$ cat src/rtl/hermitian_transpose_stream.sv
// hermitian_transpose_stream: reads a ROWS x COLS complex matrix from BRAM and streams its conjugate transpose
module hermitian_transpose_stream #(
    parameter int DATA_WIDTH = 24,
    parameter int ADDR_WIDTH = 10,
    parameter int ROWS       = 8,
    parameter int COLS       = 4,
    parameter int LATENCY    = 2
) (
    input  logic                  clk,
    input  logic                  rst,
    input  logic                  start,
    input  logic [ADDR_WIDTH-1:0] base_addr,
    output logic                  busy,
    output logic                  done,
    output logic                  bram_rd_en,
    output logic [ADDR_WIDTH-1:0] bram_rd_addr,
    input  logic [DATA_WIDTH-1:0] bram_rd_real,
    input  logic [DATA_WIDTH-1:0] bram_rd_imag,
    output logic                  out_valid,
    input  logic                  out_ready,
    output logic [DATA_WIDTH-1:0] out_real,
    output logic [DATA_WIDTH-1:0] out_imag,
    output logic                  out_eol,
    output logic                  out_last
);
    localparam int unsigned DEPTH = LATENCY + 2;
    localparam int PW = $clog2(DEPTH);
    localparam int CW = $clog2(DEPTH + 1);
    localparam int IW = (COLS > 1) ? $clog2(COLS) : 1;
    localparam int JW = (ROWS > 1) ? $clog2(ROWS) : 1;
    localparam logic [DATA_WIDTH-1:0] MIN_VAL = {1'b1, {(DATA_WIDTH-1){1'b0}}};

    typedef enum logic [1:0] {IDLE, RUN, DRAIN, DONE} state_t;
    state_t state;

    logic [IW-1:0] i_cnt;
    logic [JW-1:0] j_cnt;
    logic [ADDR_WIDTH-1:0] col_addr, cur_addr, col_cur, addr_cur;
    logic tag_eol, tag_last;
    logic [LATENCY-1:0] pv, pe, pl;
    logic [DATA_WIDTH-1:0] mem_re [DEPTH];
    logic [DATA_WIDTH-1:0] mem_im [DEPTH];
    logic [DEPTH-1:0] mem_eol, mem_last;
    logic [PW-1:0] wr_ptr, rd_ptr;
    logic [CW-1:0] count;
    logic idle, row_end, col_end, push, pop, credit, issue, last_rd, last_hs;
    logic [DATA_WIDTH-1:0] conj_im;

    always_comb begin
        idle      = state == IDLE;
        row_end   = j_cnt == JW'(ROWS - 1);
        col_end   = i_cnt == IW'(COLS - 1);
        addr_cur  = idle ? base_addr : cur_addr;
        col_cur   = idle ? base_addr : col_addr;
        out_valid = count != '0;
        out_real  = out_valid ? mem_re[rd_ptr] : '0;
        out_imag  = out_valid ? mem_im[rd_ptr] : '0;
        out_eol   = out_valid & mem_eol[rd_ptr];
        out_last  = out_valid & mem_last[rd_ptr];
        push      = pv[LATENCY-1];
        pop       = out_valid & out_ready;
        // a read reserves a FIFO slot up front, so backpressure can never drop returning data
        credit    = 32'(count) + 32'($countones(pv)) + 32'(bram_rd_en) < 32'(DEPTH) + 32'(pop);
        issue     = idle ? start : (state == RUN) & credit;
        last_rd   = issue & row_end & col_end;
        last_hs   = (state == DRAIN) & pop & out_last;
        conj_im   = (bram_rd_imag == MIN_VAL) ? ~MIN_VAL : -bram_rd_imag;
    end

    always_ff @(posedge clk or posedge rst) begin
        if (rst) begin
            state        <= IDLE;
            busy         <= 1'b0;
            done         <= 1'b0;
            bram_rd_en   <= 1'b0;
            bram_rd_addr <= '0;
            tag_eol      <= 1'b0;
            tag_last     <= 1'b0;
            i_cnt        <= '0;
            j_cnt        <= '0;
            col_addr     <= '0;
            cur_addr     <= '0;
        end else begin
            bram_rd_en <= issue;
            done       <= last_hs;
            if (issue) begin
                bram_rd_addr <= addr_cur;
                tag_eol      <= row_end;
                tag_last     <= row_end & col_end;
                j_cnt        <= row_end ? '0 : j_cnt + JW'(1);
                i_cnt        <= row_end ? (col_end ? '0 : i_cnt + IW'(1)) : i_cnt;
                col_addr     <= row_end ? col_cur + ADDR_WIDTH'(1) : col_cur;
                cur_addr     <= row_end ? col_cur + ADDR_WIDTH'(1) : addr_cur + ADDR_WIDTH'(COLS);
            end
            if (last_rd)
                state <= DRAIN;
            else if (idle && start)
                state <= RUN;
            else if (last_hs)
                state <= DONE;
            else if (state == DONE)
                state <= IDLE;
            if (idle && start)
                busy <= 1'b1;
            else if (last_hs)
                busy <= 1'b0;
        end
    end

    always_ff @(posedge clk or posedge rst) begin
        if (rst) begin
            pv     <= '0;
            pe     <= '0;
            pl     <= '0;
            wr_ptr <= '0;
            rd_ptr <= '0;
            count  <= '0;
        end else begin
            pv[0] <= bram_rd_en;
            pe[0] <= tag_eol;
            pl[0] <= tag_last;
            for (int k = 1; k < LATENCY; k++) begin
                pv[k] <= pv[k-1];
                pe[k] <= pe[k-1];
                pl[k] <= pl[k-1];
            end
            if (push)
                wr_ptr <= (wr_ptr == PW'(DEPTH - 1)) ? '0 : wr_ptr + PW'(1);
            if (pop)
                rd_ptr <= (rd_ptr == PW'(DEPTH - 1)) ? '0 : rd_ptr + PW'(1);
            count <= count + CW'(push) - CW'(pop);
        end
    end

    always_ff @(posedge clk) begin
        if (push) begin
            mem_re[wr_ptr]   <= bram_rd_real;
            mem_im[wr_ptr]   <= conj_im;
            mem_eol[wr_ptr]  <= pe[LATENCY-1];
            mem_last[wr_ptr] <= pl[LATENCY-1];
        end
    end
endmodule

$ cat config.mk
export PLATFORM = sky130hd
export DESIGN_NAME = hermitian_transpose_stream
export DESIGN_NICKNAME = d
export VERILOG_FILES = /design/src/rtl/hermitian_transpose_stream.sv
export SDC_FILE = /design/constraint.sdc
export NUM_CORES = 1
export LEC_CHECK = 0
export ABC_AREA = 1
export BUFFER_PORTS_ARGS = -buffer_cell sky130_fd_sc_hd__buf_2
export CAP_MARGIN = 20
export CORE_ASPECT_RATIO = 0.7
export CORE_MARGIN = 4
export CORE_UTILIZATION = 50
export CTS_CLUSTER_SIZE = 25
export DETAILED_ROUTE_END_ITERATION = 12
export PLACE_DENSITY = 0.72
export SETUP_SLACK_MARGIN = 0.05
export SLEW_MARGIN = 10
export SYNTH_ARGS = -nofsm -noshare
export SYNTH_HDL_FRONTEND = slang
export SYNTH_SLANG_ARGS = --single-unit
$ cat constraint.sdc
create_clock -name clk -period 4.8 [get_ports clk]
set_input_delay 0.48 -clock clk [delete_from_list [all_inputs] [get_ports clk]]
set_output_delay 0.48 -clock clk [all_outputs]
set_load 0.05 [all_outputs]
# Yosys cells after proc, flatten, opt, wreduce, memory -nomap -nowiden
# Memory sizes are Yosys's and may differ from the RTL's.
# Cells that the tools add are included.
dict set report classes {
  muxes 28
  order_cmp 4
  reduce_logical 7
  add_sub_neg 13
  eq_ne 8
  bitwise 9
}
# cell count
set op_table {}
lappend op_table {{$mux 24} 3}
lappend op_table {{$mux 10} 4}
lappend op_table {{$eq 24x24->1 const B} 1}
lappend op_table {{$neg 24->24} 1}
lappend op_table {{$mux 2} 7}
lappend op_table {{$add 10x1->10 const B} 1}
lappend op_table {{$add 10x3->10 const B} 1}
lappend op_table {{$eq 2x2->1 const B} 5}
lappend op_table {{$and 1x1->1} 9}
lappend op_table {{$bwmux 4} 2}
lappend op_table {{$mux 1} 8}
lappend op_table {{$add 2x1->2 const B} 3}
lappend op_table {{$lt 2x3->1 const B} 2}
lappend op_table {{$add 4x1->5} 1}
lappend op_table {{$lt 5x4->1} 1}
lappend op_table {{$add 3x1->4 const A} 1}
lappend op_table {{$add 3x2->4} 1}
lappend op_table {{$bmux 1 s2} 2}
lappend op_table {{$reduce_bool 4->1} 1}
lappend op_table {{$add 3x1->3} 1}
lappend op_table {{$add 3x1->3 const B} 1}
lappend op_table {{$eq 3x3->1 const B} 1}
lappend op_table {{$mux 3} 1}
lappend op_table {{$reduce_bool 3->1} 1}
lappend op_table {{other kinds (9)} 10}
dict set report totals {
  ram_bits 192
  output_inout_bits 64
  in_bits 62
  regBits 63
  word_cells 90
  memories 2
}
# memory depth word_bits read_ports rd_clocked_by_memory_dff write_ports line_no
set memory_table {}
lappend memory_table {mem_im 4 24 1 0 1 42} ;# logic [DATA_WIDTH-1:0] mem_im [DEPTH];
lappend memory_table {mem_re 4 24 1 0 1 41} ;# logic [DATA_WIDTH-1:0] mem_re [DEPTH];

# Longest topological paths before layout
# Gate-level depths: netlist of run 1.
dict set report depth {
  word_depth 9
  ltp_mapped 14
  ltp_nobuf 13
}

# Worst setup path after synthesis of run 1
# No wires, ideal clock.
dict set report synth_path {
  path_kind {register to register}
  from {register bram_rd_en}
  to {register bram_rd_addr[6]}
  setup_time_ps 119
  path_stages_with_launch 14
  arrival_time_ps 2501
  required_ps 4681
  path_buffers 2
  path_slack_ps 2180
  period_less_slack_ps 2620
  path_cell_list {dfrtp_1 > fa_1 > ha_1 > inv_1 > fa_1 > nand3_1 > nand2_1 > nand2_1 > nand2_2 > inv_2 > buf_6 > buf_6 > nand2_1 > nand2_1}
}
dict set report synth_between {
  elab_chain_cells 4
}
# element line_no
set synth_lines {}
lappend synth_lines {{start: declaration} 15} ;# output logic bram_rd_en,
lappend synth_lines {{start signal: assignment} 84} ;# bram_rd_en <= issue;
lappend synth_lines {{$add 4x1->5} 63} ;# credit = 32'(count) + 32'($countones(pv)) + 32'(bram_rd_en) < 32'(DEPTH) + 32'(pop);
lappend synth_lines {{$lt 5x4->1} 63}
lappend synth_lines {{$and 1x1->1} 64} ;# issue = idle ? start : (state == RUN) & credit;
lappend synth_lines {{$mux 1} 64}
lappend synth_lines {{end signal: assignment} 87} ;# bram_rd_addr <= addr_cur;
lappend synth_lines {{end: declaration} 16} ;# output logic [ADDR_WIDTH-1:0] bram_rd_addr,
# Every way passes these cells.
# A chain may end at the register's enable or synchronous reset.

# Worst setup path in the final report of run 1
dict set report layout_path {
  from {register rd_ptr[1]}
  to {output out_real[17]}
}
dict set report layout_between {
  elab_chain_cells 2
}
# element line_no
set layout_lines {}
lappend layout_lines {{start: declaration} 44} ;# logic [PW-1:0] wr_ptr, rd_ptr;
lappend layout_lines {{start signal: assignment} 130} ;# rd_ptr <= (rd_ptr == PW'(DEPTH - 1)) ? '0 : rd_ptr + PW'(1);
lappend layout_lines {{$mem_v2 4x24} --}
lappend layout_lines {{$mux 24} 56} ;# out_real = out_valid ? mem_re[rd_ptr] : '0;
lappend layout_lines {{end: declaration} 21} ;# output logic [DATA_WIDTH-1:0] out_real,
# Every way passes these cells.

==> results.toml, run 1 <==
[synthesis]
ys.flop_type = "edfxtp_1"
ys_warn_count = 0
synth_top_family_by_area = "simple AND/OR/NAND/NOR gates"
synthAdderAreaFrac_pct = 2.190
synth_xor_area_share_pct = 0.3871
synth_cell_types = 34
syn_area_um2 = 11310
syn_nets = 1202
yosysSeqAreaShare_pct = 65.25
async_flop_share_pct = 21.57
synth_seq_cells = 255
synth_compound_area_share_pct = 9.743
synth-edff-count = 200
syn_inst = 1122
synthMuxAreaShare_pct = 0
syn_avg_cell_area_um2 = 10.08
synth-simple-area-share_pct = 17.99

[sta]
finClkSkew_ns = 0.01055
relSlewSlack_pct = 32.53
slew_viol_final = 0
fin_tns_setup_ns = 0
min_period_over_period_pct = 71.50
rsz0062_at_grt = "false"
setup_viol = 0
worst_pin_slew_ns = 1.006
max_freq_ghz = 0.2914
hold_viol_final = 0
fin_crit_ns = 3.432

[layout]
fin_cells = 1534
drive_above_1_share_pct = 15.77
fillCellCount = 1842
area_delta_synth_final_pct = 15.28
finish.utilization_pct = 59.40
final_nets = 1312

[setup_path]
path_max_fanout = 28
endpoint_kind = "primary output"
required_ns = 4.32
worst_setup_path_start_kind = "flip-flop"
worstPathArrival_ns = 2.95
worstSetupPathType = "flip-flop to primary output"

[grt]
antenna_found_initial = 1
grt_first_pass_wirelength_mm = 40.41
grt_pass1_vias = 7660
overflow = 0
grt_max_degree = 103
grt_usage_pct = 19.65

[run_status]
run_status = "complete, no violations"

[routing]
wirelength_mm = 25.39
first_iter_violations = 577
wl_per_cell_um = 16.55
drc = 0
firstDrtPassIters = 5
vias = 8140
via_per_inst = 5.306
ant_nets = 0

[clock_network]
clkTransAtPathRegs_ns = 0.07
cts_buffers = 24
clockBufferDepth = 3
clk_latency_ns = 0.52
htree_levels = 1
cts_hold_buf = 0
ctsResizeCount = 0
clock_sinks = 255
cts_root_buf = "clkbuf_16"
post_cts_buffers = 0
cts_tree = "built"

[place]
dp_hpwl_mm = 15.57
dpl.cell_count = 1487
gp_congestion = 0.8995
io_buffers = 125

[worst_hold_path]
hp-class = "primary input to asynchronous set/reset pin"

[floorplanning]
core_um2 = 21960
die_h_um = 133.9
start_util_pct = 51.52
die_width_um = 187.8
io_pins = 126
rows = 45
dieArea_um2 = 25140

[run]
cap_violations = 0
-- final cells by class --
class                   count  area [µm²]  area share (%)
inverters                  72       270.3           2.072
clock buffers              28       658.1           5.046
diodes                      3       7.507         0.05756
repair buffers            137       728.2           5.583
well taps                 282       352.8           2.705
clock inverters            15       211.5           1.621
flip-flops and latches    255        7385           56.62
multi-input cells         742        3430           26.30
-- cell usage after synthesis, types with 2 or more instances --
library cell	instances	area (µm²)
a21oi_1	58	290.3
dfrtp_1	55	1376
nand4_1	8	50.05
a21boi_0	2	15.01
buf_6	2	22.52
edfxtp_1	200	6006
ha_1	15	187.7
fa_1	3	60.06
buf_4	2	15.01
nor2_1	254	953.4
inv_1	69	259.0
a31oi_1	13	81.33
xnor2_1	4	35.03
clkinv_1	2	7.510
nand3_1	48	240.2
nor3_1	7	35.03
nor2_2	3	18.77
buf_1	8	30.03
nor4_1	2	12.51
buf_2	8	40.04
or2_2	4	25.02
o21ai_0	135	675.7
nand2_1	176	660.6
nand2_2	2	12.51
clkbuf_1	33	123.9
-- cells in the final DEF, fill, tap and decap left out, types with 2 or more instances in the layout --
cell,count
buf_2,125
nand3_1,48
inv_2,7
clkinv_1,4
xnor2_1,4
clkinv_2,2
ha_1,15
inv_1,63
nor2_2,3
clkbuf_1,2
edfxtp_1,200
a21boi_0,2
nor2_1,254
nor4_1,2
a21oi_1,58
nand2_2,2
buf_4,11
inv_4,3
nand2_1,176
nand4_1,8
a31oi_1,13
bufinv_16,5
dfrtp_2,2
diode_2,3
o21ai_0,135
nor3_1,7
dfrtp_1,53
fa_1,3
clkbuf_16,26
or2_2,4
-- worst max-delay path: stages, from the launching register on --
cell	delay [ns]
dfrtp_2	0.36
clkinv_1	0.77
buf_4	0.56
nor2_1	0.13
o21ai_0	0.09
a21oi_1	0.21
buf_2	0.31
-- through the flow --
| stage | worst slack, ns | hold slack [ns] | area, µm² |
|---|---|---|---|
| detailed placement | 1.874 | 0.3358 | 12150 |
| global placement | 1.935 | 0.3328 | 12150 |
| global route | 1.162 | 0.1731 | 13040 |
| finish | 1.368 | 0.1349 | 13040 |
| floorplan | 2.180 | 0.3312 | 11310 |
| CTS | 1.346 | 0.1590 | 13020 |
-- cell families (layout without fill, tap and decap cells) --
logic type,Yosys count,in the layout
flip-flops,255,255
other,0,3
AND/OR/NAND/NOR,506,506
XOR/XNOR,5,5
AO/OA/AOI/OAI,213,213
adder cells (fa/ha/maj),18,18
buffers and inverters,125,252
-- final timing paths --
kind,endpoint,slack [ns],startpoint,cells past startpoint
hold / removal,bram_rd_addr[8]$_DFFE_PP0P_,0.13,rst,3
setup reg to reg,state[0]$_DFFE_PP0P_,1.85,bram_rd_en$_DFF_PP0_,11
min in group clk,mem_re[0][0]$_DFFE_PP_,0.19,bram_rd_real[0],1
max in group asynchronous,rd_ptr[1]$_DFFE_PP0P_,4.14,rst,3
setup / recovery,out_real[17],1.37,rd_ptr[1]$_DFFE_PP0P_,6
hold reg to reg,pl[1]$_DFF_PP0_,0.35,pl[0]$_DFF_PP0_,0
-- sequential cells by signal, summed over array words and instances, names as in the netlist --
register / cells
bram_rd_addr: 10
bram_rd_en: 1
busy: 1
col_addr: 10
count: 3
cur_addr: 10
done: 1
i_cnt: 2
j_cnt: 3
mem_eol: 4
mem_im: 96
mem_last: 4
mem_re: 96
pe: 2
pl: 2
pv: 2
rd_ptr: 2
state: 2
tag_eol: 1
tag_last: 1
wr_ptr: 2
-- per-layer routing --
layer,up-vias,part of all wire [%],track usage (%)
li1,4025,-,-
met1,3868,48,29.48
met2,205,44,30.62
met3,40,6.1,3.278
met4,2,1.7,4.279
met5,-,0.075,0
Power of run 1 is left out: the tool's default activity adds up to more than one toggle a clock period on the data nets, which glitch-free logic cannot reach.
==> inputs of run 2 (changes only) <==
PLACE_DENSITY = 0.74   (was 0.72)
clock period = 2.8 ns   (was 4.8 ns; I/O delays follow)
==> run 2 against run 1 <==
- design area grew 1.6%
- global-route usage grew 1.3 points
- count of clock-buffer cells in the layout grew 2
- non-clock buffer count grew 36
- final cell count grew 2.0%
==> results.toml, run 2 (synthesis gave the netlist of run 1 again) <==
[setup_path]
worstSetupPathType = "flip-flop to flip-flop"
cpPeakStageDelay_ns = 0.55
endpoint_kind = "flip-flop"
crit_family = "adder cells"
crit_path_top_delay_cell = "fa_1"
reg2reg_depth = 11
r2r-end = "cur_addr[0]$_DFFE_PP0P_"
crit_path_start = "bram_rd_en$_DFF_PP0_"
path_max_fanout = 20
cp-endpoint = "cur_addr[0]$_DFFE_PP0P_"
cp.depth = 11
worst_setup_path_start_kind = "flip-flop"
cp_num_buf_inv = 2
r2r_start = "bram_rd_en$_DFF_PP0_"
crit_chain = "fa_1 > ha_1 > inv_1 > fa_1 > nand3_1 > nand2_1 > nand2_1 > nand2_4 > buf_6 > nor2_1 > a31oi_1"
worstPathArrival_ns = 3.00
required_ns = 3.24
rrSetupSlack_ns = 0.24

[sta]
rsz0062_at_grt = "true"
fin_tns_setup_ns = 0
fin_crit_ns = 2.558
hold_viol_final = 0
max_freq_ghz = 0.3909
finClkSkew_ns = 0.01563
worst_pin_slew_ns = 0.7747
slew_viol_final = 0
min_period_over_period_pct = 91.37
holdWs_ns = 0.02625
relSlewSlack_pct = 48.28
setup_viol = 0

[place]
dp_hpwl_mm = 17.04
io_buffers = 125
gp_congestion = 0.8961

[layout]
largest_registers = "mem_im (96), mem_re (96)"
multiInputGateArea_um2 = 3435
final_nets = 1348
area_delta_synth_final_pct = 17.10
mostFrequentLayoutCells = "254 x nor2_1, 200 x edfxtp_1, 176 x nand2_1"
fillCellCount = 1797
ff_latch_area_um2 = 7385
drive_above_1_share_pct = 15.67
mostFrequentLayoutCell = "nor2_1"
antenna_cells = 0

[routing]
wl_per_cell_um = 17.26
wirelength_mm = 27.01
vias = 8468
drc = 0
first_iter_violations = 619
ant_nets = 0
via_per_inst = 5.411
firstDrtPassIters = 5

[clock_network]
post_cts_buffers = 0
clock_sinks = 255
cts_tree = "built"
htree_levels = 1
cts_root_buf = "clkbuf_16"
cts_buffers = 24
clk_latency_ns = 0.52
clockBufferDepth = 3
clkTransAtPathRegs_ns = 0.06

[floorplanning]
die_h_um = 133.9
die_width_um = 187.8
io_pins = 126
start_util_pct = 51.52
core_um2 = 21960
dieArea_um2 = 25140
rows = 45

[grt]
grt_first_pass_wirelength_mm = 42.61
overflow = 0
antenna_found_initial = 0
grt_max_degree = 103
grt_usage_pct = 20.96
grt_pass1_vias = 7966

[run_status]
run_status = "complete, no violations"

[run]
cap_violations = 0

[worst_hold_path]
hp-class = "primary input to flip-flop"
-- run 2: cell count changes in the layout (fill, tap and decap cells not counted), moves of 3 or more --
cell / delta
dlygate4sd3_1: +21
bufinv_16: -5
clkbuf_1: +3
buf_4: +8
buf_12: +4
diode_2: -3
buf_6: +3
clkinv_1: +6
-- run 2: timing repair --
action,CTS,global route
resized for setup,1,7
hold buffers,21,0
endpoints found under the hold margin,113,0
setup endpoints to repair,15,32
-- run 2: stage by stage --
stage	setup slack, ns	util, %	instance area (µm²)	std cells
after floorplan	0.1795	-	11310	1122
after global placement	0.2070	56.14	12330	1503
after detailed placement	0.09602	56.14	12330	1503
after CTS	0.07715	60.24	13230	1565
after global routing	0.04335	60.33	13250	1565
final	0.2417	60.33	13250	1565
-- run 2: layer usage --
metal  vias up  global-route usage (%)  wire (µm)
met1      4063                   32.21      12950
li1       4101                       -          -
met3        35                   3.850       1878
met2       269                   31.85      11760
met4         0                   3.830        410
met5         -                       0          0
-- run 2: layout make-up --
| class | instances | share of cell area [%] |
|---|---|---|
| flip-flops and latches | 255 | 55.74 |
| multi-input cells | 742 | 25.93 |
| repair buffers | 173 | 8.396 |
| clock buffers | 30 | 4.864 |
| well taps | 282 | 2.663 |
| inverters | 72 | 2.078 |
| clock inverters | 11 | 0.3306 |
-- run 2: worst min-delay path by stage --
stage / startpoint / to / slack (ns) / cells past startpoint
detailed placement: pe[0]$_DFF_PP0_ / pe[1]$_DFF_PP0_ / 0.34 / 0
global route: bram_rd_real[12] / mem_re[1][12]$_DFFE_PP_ / 0.008 / 1
CTS: bram_rd_real[4] / mem_re[1][4]$_DFFE_PP_ / 0.0007 / 1
floorplan: pe[0]$_DFF_PP0_ / pe[1]$_DFF_PP0_ / 0.33 / 0
finish: bram_rd_real[12] / mem_re[0][12]$_DFFE_PP_ / 0.03 / 1
global placement: pe[0]$_DFF_PP0_ / pe[1]$_DFF_PP0_ / 0.33 / 0
Power of run 2 is left out for the same reason.
==> inputs of run 3 (changes only) <==
RECOVER_POWER = 50   (was not set)
==> run 3 against run 2 <==
- final cell count unchanged
- die area did not move
- first-iteration DRC count shrank 1.9%
- worst hold slack better by 0.069 ns
- via count stayed put
- global-route usage stayed put
- flip-flop and latch count did not move
- count of clock-buffer cells in the layout unchanged
- setup slack lost 0.0037 ns
- non-clock buffer count unchanged
- core utilization shrank 0.28 points
- largest cell class unchanged
==> results.toml, run 3 (synthesis gave the netlist of run 1 again) <==
[run_status]
run_status = "complete, no violations"

[grt]
grt_first_pass_wirelength_mm = 42.61
grt_max_degree = 103
grt_usage_pct = 20.96
overflow = 0
antenna_found_initial = 0
grt_pass1_vias = 7966

[setup_path]
required_ns = 3.24
path_max_fanout = 20
crit_chain = "fa_1 > ha_1 > inv_1 > fa_1 > nand3_1 > nand2_1 > nand2_1 > nand2_4 > buf_6 > nor2_1 > a31oi_1"
crit_path_start = "bram_rd_en$_DFF_PP0_"
cp_num_buf_inv = 2
worstPathArrival_ns = 3.00
worst_setup_path_start_kind = "flip-flop"
crit_family = "adder cells"
endpoint_kind = "flip-flop"
cp.depth = 11
reg2reg_depth = 11
crit_path_top_delay_cell = "fa_1"
worstSetupPathType = "flip-flop to flip-flop"
r2r_start = "bram_rd_en$_DFF_PP0_"
cpPeakStageDelay_ns = 0.55

[run]
cap_violations = 0

[clock_network]
clk_latency_ns = 0.53
post_cts_buffers = 0
cts_tree = "built"
cts_root_buf = "clkbuf_16"
cts_buffers = 24
htree_levels = 1
clockBufferDepth = 3
clock_sinks = 255
clkTransAtPathRegs_ns = 0.06

[layout]
antenna_cells = 0
largest_registers = "mem_im (96), mem_re (96)"
area_delta_synth_final_pct = 16.54
final_nets = 1348
mostFrequentLayoutCells = "254 x nor2_1, 200 x edfxtp_1, 176 x nand2_1"
mostFrequentLayoutCell = "nor2_1"
drive_above_1_share_pct = 12.00

[sta]
relSlewSlack_pct = 4.835
max_freq_ghz = 0.3903
hold_viol_final = 0
finClkSkew_ns = 0.01542
slew_viol_final = 0
rsz0062_at_grt = "true"
fin_tns_setup_ns = 0
worst_pin_slew_ns = 1.426
fin_crit_ns = 2.562
setup_viol = 0
min_period_over_period_pct = 91.50

[worst_hold_path]
hp-class = "primary input to flip-flop"
hold_depth = 3
hold_path.startpoint = "start"

[floorplanning]
core_um2 = 21960
die_h_um = 133.9
die_width_um = 187.8
start_util_pct = 51.52
dieArea_um2 = 25140
rows = 45
io_pins = 126

[routing]
first_iter_violations = 607
drc = 0
via_per_inst = 5.411
wl_per_cell_um = 17.20
vias = 8468
firstDrtPassIters = 5
wirelength_mm = 26.91
ant_nets = 0

[place]
io_buffers = 125
dp_hpwl_mm = 17.04
gp_congestion = 0.8961
run 3: cell types whose count changed in the layout (fill, tap and decap cells not counted):
cell and delta:
buf_4 -4, clkbuf_1 +42, inv_2 -5, buf_2 -38, inv_1 +5
run 3: worst paths after layout:
kind                                               end  slack (ns)
hold / removal                        busy$_DFFE_PP0P_         0.1
setup / recovery               cur_addr[0]$_DFFE_PP0P_        0.24
hold reg to reg                        pe[1]$_DFF_PP0_        0.36
max in group asynchronous      col_addr[2]$_DFFE_PP0P_        0.86
setup reg to reg               cur_addr[0]$_DFFE_PP0P_        0.24
min in group asynchronous  bram_rd_addr[0]$_DFFE_PP0P_        0.71
run 3: timing repair:
action / CTS / global route
hold buffers: 21 / 0
endpoints found under the hold margin: 113 / 0
setup endpoints to repair: 15 / 32
gates cloned: 0 / 0
resized for setup: 1 / 7
run 3: worst register-to-register path, stage by stage, from the launching register on:
cell and delay, ns:
dfrtp_1 0.42, fa_1 0.55, ha_1 0.14, inv_1 0.06
fa_1 0.49, nand3_1 0.08, nand2_1 0.07, nand2_1 0.08
nand2_4 0.16, buf_6 0.20, nor2_1 0.08, a31oi_1 0.16
run 3: stage by stage:
stage	worst slack [ns]	cell area (µm²)	utilization, %	hold slack (ns)	std cells
detailed placement	0.09602	12330	56.14	0.3436	1503
finish	0.2380	13190	60.05	0.09529	1565
CTS	0.07715	13230	60.24	0.0007304	1565
global route	0.04218	13190	60.05	0.08888	1565
floorplan	0.1795	11310	-	0.3312	1122
global placement	0.2070	12330	56.14	0.3333	1503
run 3: cell type report:
class / count / area (µm²)
clock buffer: 30 / 644.4
clock inverter: 11 / 43.79
fill: 1817 / 8773
inverter: 72 / 275.3
multi-input combinational: 742 / 3435
sequential: 255 / 7385
tap: 282 / 352.8
timing repair buffer: 173 / 1050
run 3: metal layers:
layer	share of wire [%]	GRT usage, %	up-vias
li1	-	-	4094
met1	47	32.21	4042
met2	44	31.85	295
met3	7.4	3.850	37
met4	1.6	3.830	0
met5	0	0	-
Power of run 3 is left out for the same reason.
